File: src/rtl/wb_stage_buf.sv
// Writeback stage: load alignment/extension plus an in-order capture buffer for
// Dcache results that land while the pipeline is held. Optional counters: WB_PERF_EN.
module wb_stage_buf #(
  parameter int XLEN      = 32,
  parameter int RA_W      = 5,
  parameter int BUF_DEPTH = 2,
  parameter int CNT_W     = $clog2(BUF_DEPTH + 1),
  parameter int OFF_W     = $clog2(XLEN / 8)
) (
  input  logic             clk,
  input  logic             rst,
  input  logic [XLEN-1:0]  memwb_op_c_i,
  input  logic [RA_W-1:0]  memwb_reg_waddr_i,
  input  logic             memwb_reg_we_i,
  input  logic             memwb_mtype_i,
  input  logic [1:0]       memwb_width_i,
  input  logic             memwb_unsigned_i,
  input  logic [OFF_W-1:0] memwb_addr_off_i,
  input  logic [XLEN-1:0]  Dcache_data_i,
  input  logic             fc_Dcache_data_valid_i,
  input  logic             fc_flush_wb_i,
  input  logic             fc_bk_wb_i,
  output logic [XLEN-1:0]  wb_op_c_o,
  output logic [RA_W-1:0]  wb_reg_waddr_o,
  output logic             wb_reg_we_o,
  output logic             wb_busy_o,
  output logic             wb_misalign_o,
  output logic             wb_ovf_o,
  output logic [CNT_W-1:0] wb_buf_cnt_o
`ifdef WB_PERF_EN
  ,
  output logic [31:0]      perf_capt_o,
  output logic [31:0]      perf_drop_o
`endif
);

  localparam int PTR_W = (BUF_DEPTH > 1) ? $clog2(BUF_DEPTH) : 1;

  function automatic logic [XLEN-1:0] align_load(input logic [XLEN-1:0]  raw,
                                                 input logic [OFF_W-1:0] off,
                                                 input logic [1:0]       width,
                                                 input logic             uns);
    logic [XLEN-1:0]        sh;
    logic signed [7:0]      b;
    logic signed [15:0]     h;
    logic signed [XLEN-1:0] ext;
    sh  = raw >> {off, 3'b000};
    b   = sh[7:0];
    h   = sh[15:0];
    ext = '0;
    case (width)
      2'b01:   ext = uns ? $signed({{(XLEN-8){1'b0}}, sh[7:0]}) : b;
      2'b10:   ext = uns ? $signed({{(XLEN-16){1'b0}}, sh[15:0]}) : h;
      2'b11:   ext = $signed(raw);
      default: ext = '0;
    endcase
    return ext;
  endfunction

  function automatic logic misaligned(input logic [OFF_W-1:0] off, input logic [1:0] width);
    return ((width == 2'b10) && off[0]) || ((width == 2'b11) && (off != '0));
  endfunction

  function automatic logic [PTR_W-1:0] ptr_inc(input logic [PTR_W-1:0] p);
    return (p == PTR_W'(BUF_DEPTH - 1)) ? '0 : p + 1'b1;
  endfunction

  function automatic logic [31:0] sat_inc(input logic [31:0] v);
    return (v == 32'hFFFF_FFFF) ? v : v + 32'd1;
  endfunction

  logic [XLEN-1:0]  buf_data [BUF_DEPTH];
  logic [RA_W-1:0]  buf_addr [BUF_DEPTH];
  logic [PTR_W-1:0] head, tail;
  logic [CNT_W-1:0] cnt;
  logic             ovf;

  logic [XLEN-1:0]  aligned;
  logic             mis, load_vld, empty, full, pop, push_req, push_ok, drop;

  assign aligned  = align_load(Dcache_data_i, memwb_addr_off_i, memwb_width_i, memwb_unsigned_i);
  assign mis      = misaligned(memwb_addr_off_i, memwb_width_i);
  assign load_vld = fc_Dcache_data_valid_i & memwb_mtype_i;
  assign empty    = (cnt == '0);
  assign full     = (cnt == CNT_W'(BUF_DEPTH));
  // Drain pops one per cycle; a capture is allowed during hold or alongside a drain.
  assign pop      = !empty && !fc_bk_wb_i;
  assign push_req = load_vld && memwb_reg_we_i && !mis && (fc_bk_wb_i || !empty);
  assign push_ok  = push_req && (!full || pop);
  assign drop     = push_req && full && !pop;

  always_comb begin
    wb_op_c_o      = '0;
    wb_reg_waddr_o = memwb_reg_waddr_i;
    wb_reg_we_o    = 1'b0;
    if (fc_bk_wb_i) begin
      if (!empty) begin
        wb_op_c_o      = buf_data[head];
        wb_reg_waddr_o = buf_addr[head];
      end
    end else if (!empty) begin
      wb_op_c_o      = buf_data[head];
      wb_reg_waddr_o = buf_addr[head];
      wb_reg_we_o    = 1'b1;
    end else if (load_vld) begin
      wb_op_c_o   = aligned;
      wb_reg_we_o = memwb_reg_we_i && !mis;
    end else if (!fc_flush_wb_i) begin
      wb_op_c_o   = memwb_op_c_i;
      wb_reg_we_o = memwb_reg_we_i;
    end
    if (rst) wb_reg_we_o = 1'b0;
  end

  assign wb_busy_o     = !empty && !rst;
  assign wb_misalign_o = load_vld && mis;
  assign wb_ovf_o      = ovf;
  assign wb_buf_cnt_o  = cnt;

  // Buffer storage carries no reset; occupancy and pointers decide validity.
  always_ff @(posedge clk) begin
    if (push_ok) begin
      buf_data[tail] <= aligned;
      buf_addr[tail] <= memwb_reg_waddr_i;
    end
  end

  always_ff @(posedge clk) begin
    if (rst) begin
      head <= '0;
      tail <= '0;
      cnt  <= '0;
      ovf  <= 1'b0;
    end else begin
      if (push_ok) tail <= ptr_inc(tail);
      if (pop)     head <= ptr_inc(head);
      if (push_ok && !pop)      cnt <= cnt + 1'b1;
      else if (!push_ok && pop) cnt <= cnt - 1'b1;
      if (drop) ovf <= 1'b1;
    end
  end

`ifdef WB_PERF_EN
  always_ff @(posedge clk) begin
    if (rst) begin
      perf_capt_o <= '0;
      perf_drop_o <= '0;
    end else begin
      if (push_ok) perf_capt_o <= sat_inc(perf_capt_o);
      if (drop)    perf_drop_o <= sat_inc(perf_drop_o);
    end
  end
`endif

endmodule

File: config.mk
export PLATFORM = sky130hd
export DESIGN_NAME = wb_stage_buf
export DESIGN_NICKNAME = d
export VERILOG_FILES = /design/src/rtl/wb_stage_buf.sv
export SDC_FILE = /design/constraint.sdc
export NUM_CORES = 1
export LEC_CHECK = 0
export BUFFER_PORTS_ARGS = -buffer_cell sky130_fd_sc_hd__buf_2
export CORE_MARGIN = 5
export CORE_UTILIZATION = 25
export DETAILED_ROUTE_END_ITERATION = 10
export GPL_TIMING_DRIVEN = 0
export PLACE_DENSITY_LB_ADDON = 0.2
export SETUP_SLACK_MARGIN = 0.1
export SYNTH_ARGS = -nofsm -noshare
export SYNTH_HDL_FRONTEND = slang
export SYNTH_SLANG_ARGS = --single-unit
File: constraint.sdc
create_clock -name clk -period 3.6 [get_ports clk]
set_clock_uncertainty 0.15 [all_clocks]
set_input_delay 0.72 -clock clk [delete_from_list [all_inputs] [get_ports clk]]
set_output_delay 0.72 -clock clk [all_outputs]
set_load 0.1 [all_outputs]
==> flow_metrics.py <==
metrics = {
    "outcome": {
        "status": "finished clean",
    },
    "global_routing": {
        "grt_max_degree": 25,
        "grt-ovfl-total": 0,
        "antenna_found_initial": 1,
        "grt_pass1_vias": 4297,
        "grt_pass1_wl_um": 25100,
        "grt_usage": 0.150,
    },
    "routing": {
        "firstDrtPassIters": 7,
        "drt-vias-per-instance": 4.90,
        "highest_layer": "met5",
        "via_count": 4089,
        "met2_length_um": 7690,
        "drc_errors": 0,
        "post_drt_wl_per_cell_um": 19.7,
        "met3_length_um": 1190,
        "antenna_left": 0,
        "drtIter0Drc": 297,
        "wl_met1_um": 7250,
        "drt_wl_total_um": 16400,
    },
    "power": {
        "clockPowerShare": 0.206,
        "powerDensity_nw_per_um2": 764,
        "p_int_uw": 2320,
        "seqPwrFrac": 0.219,
        "leakage_uw": 0.00249,
        "switching_share": 0.527,
        "pwr-share-comb": 0.575,
        "switchingPower_uw": 2590,
        "ir_drop_uv": 574,
    },
    "synth": {
        "synth_cell_types": 45,
        "yosys.area.top_type": "edfxtp_1",
        "synth_top_cell_area_share": 0.465,
        "ys_seq_area_frac": 0.490,
        "ys_ff_latch": 80,
        "synthTopCellsByArea": "edfxtp_1 (47%), mux2i_1 (8.2%), nor3b_1 (4.1%)",
        "yosysMostFrequentCell": "edfxtp_1",
        "synth_area_um2": 4780,
        "synth-main-ff-cell": "edfxtp_1",
        "async_flop_share": 0,
        "syn_nets": 543,
        "synthCells": 461,
        "synth_commonest_cells": "edfxtp_1 (74), nand2_1 (47), mux2i_1 (39)",
        "synth.avg_cell_area_um2": 10.4,
        "synth_edf_count": 74,
        "yosysWarnings": 0,
    },
    "clock_network": {
        "cts_buffer_depth": 2,
        "ctsHtreeMaxLevel": 3,
        "clock_sinks": 80,
        "clk_pin_slew_worst_paths_ns": 0.06,
        "root_buffer": "clkbuf_16",
        "ctsHoldBuffers": 0,
        "postCtsSetupBuffers": 0,
        "clkLatencyLatePin_ns": 0.35,
        "cts_buffers": 9,
        "cts_tree": "yes",
    },
    "die": {
        "core_area_um2": 18800,
        "io_pins": 124,
        "die-area_um2": 22000,
        "fp-row-count": 50,
        "die_x_um": 148,
        "die_h_um": 148,
        "initial_utilization": 0.255,
    },
    "timing": {
        "report.final.hold_viol_count": 0,
        "setup_violations": 0,
        "fin_crit_ns": 3.43,
        "worst_slew_margin_rel": 0.499,
        "rsz0062_at_grt": "true",
        "max_freq_mhz": 291,
        "slew_viol_final": 0,
        "worstMarginPinSlew_ns": 0.752,
        "fin_crit_sh": 0.953,
    },
    "final_layout": {
        "fill_cells": 1952,
        "fin_nets": 677,
        "seqCellArea_um2": 2340,
        "antenna_cells": 0,
        "multi_input_area_um2": 2480,
        "final_cells": 834,
        "final_area_um2": 6440,
        "area_growth_pct": 34.8,
        "drive_gt1_frac": 0.353,
    },
    "worst_setup_path": {
        "crit_type": "reg -> out",
        "worstPathCellList": "buf_2 -> buf_2 -> buf_2 -> mux2i_1 -> o22ai_1 -> buf_2",
        "cpPeakStageDelay_ns": 0.47,
        "cpMaxStageDelayCell": "buf_2",
        "worstPathMaxFanout": 10,
        "worstPathArrival_ns": 2.56,
        "required_ns": 2.73,
        "crit_path_frequent_cell": "buf_2",
        "critPathLaunchType": "flop",
        "end_kind": "output port",
    },
    "placed_design": {
        "place_hpwl_um": 12600,
        "gp_congestion": 0.889,
        "place_area_um2": 6000,
        "dp_cells": 818,
        "io_buffers": 121,
    },
    "run": {
        "cap_viol_max_count": 0,
    },
    "min_path": {
        "hold_class": "reg -> reg",
    },
}
-- per-stage QoR --
step / hold slack, ns / setup slack (ns) / TNS [ns] / util / total power, uW
detailed placement: 0.338 / -0.413 / -6.47 / 0.319 / 3860
global placement: 0.336 / -0.480 / -35.67 / 0.317 / 3840
CTS: 0.355 / 0.0509 / 0 / 0.340 / 4920
floorplan: 0.322 / -0.484 / -4.43 / - / 3360
finish: 0.354 / 0.167 / 0 / 0.343 / 4920
global route: 0.362 / 0.0406 / 0 / 0.343 / 5110
-- worst paths after layout --
check | startpoint | to | slack (ns) | cells after the start
setup / recovery | flop | wb_op_c_o[0] | 0.17 | 6
hold / removal | wb_ovf_o | wb_ovf_o | 0.35 | 2
setup reg to reg | wb_buf_cnt_o[1] | buf_data[0][31] | 1.04 | 5
hold reg to reg | wb_ovf_o | wb_ovf_o | 0.35 | 2
-- critical path, delay by kind of cell (launching register included) --
family	cells	cell delay [ns]
AOI/OAI and AO/OA	1	0.21
muxes	1	0.13
buffers and inverters	4	1.57
DFF	1	0.30
-- logic make-up after synthesis --
kind of cell / after synthesis / synth area share
and+or+nand+nor: 133 / 0.141
AOI/OAI and AO/OA: 131 / 0.177
DFF: 80 / 0.490
buffers and inverters: 63 / 0.0579
muxes: 47 / 0.119
xor gates and xnor gates: 6 / 0.0110
adders and majority gates: 1 / 0.00262
-- registers in the layout, summed over array words and instances (netlist names), named ones only --
name	flops
wb_buf_cnt_o	2
buf_addr	10
tail	1
buf_data	64
head	1
wb_ovf_o	1
-- power by group through the flow --
| stage | logic [uW] | registers, uW | clock network (uW) |
|---|---|---|---|
| floorplan | 2210 | 1150 | 0 |
| global placement | 2740 | 1100 | 0 |
| detailed placement | 2760 | 1100 | 0 |
| CTS | 2810 | 1080 | 1030 |
| global route | 2970 | 1080 | 1060 |
| finish | 2830 | 1080 | 1010 |
-- routing by layer --
metal  track usage  up-vias
li1              -     1968
met1         0.195     1942
met2         0.250      154
met3        0.0396       23
met4        0.0393        2
met5             0        -
-- repair_timing --
| item | CTS | global route |
|---|---|---|
| pin swaps | 0 | 0 |
| endpoints found under the setup margin | 39 | 23 |
| resized for setup | 21 | 26 |
-- layout make-up --
| cell class | count | area share |
|---|---|---|
| well taps | 234 | 0.0455 |
| clock buffers | 9 | 0.0350 |
| inverters | 25 | 0.0146 |
| flip-flops and latches | 80 | 0.364 |
| clock inverters | 7 | 0.0161 |
| multi-input cells | 318 | 0.385 |
| repair buffers | 123 | 0.110 |
| plain buffers | 38 | 0.0303 |
-- cell usage in the layout (no fill, tap or decap), types with 2 or more instances in the layout --
cell        synthesis  layout
o21ai_2             0       4
xnor2_1             2       2
a21boi_1            5       6
a21oi_4             0      16
nand3_1             2       2
a31o_2              2       2
buf_1               3       2
a22o_1             15      15
bufinv_16           0       2
mux2i_1            39      39
buf_4               1      13
buf_12              0       2
nor2b_1             3       2
buf_2              11     107
nor3b_1            26      25
or3_1               3       3
nor2_1             37      36
and2_1              4       3
o22ai_1             8       8
o21ai_0            31      26
clkbuf_4            0      13
a22oi_1             7       7
dfxtp_1             6       6
edfxtp_1           74      74
a31oi_4             0       7
clkinvlp_4          0       2
clkbuf_2            0      10
a21oi_1            35      33
mux4_2              8       8
nand2_1            47      47
clkbuf_16           0       9
buf_6               3       3
nor4bb_1            2       2
xor2_1              4       3
clkbuf_1           20      11
inv_1              25      25
No activity file was read; power rests on OpenSTA's default activity.
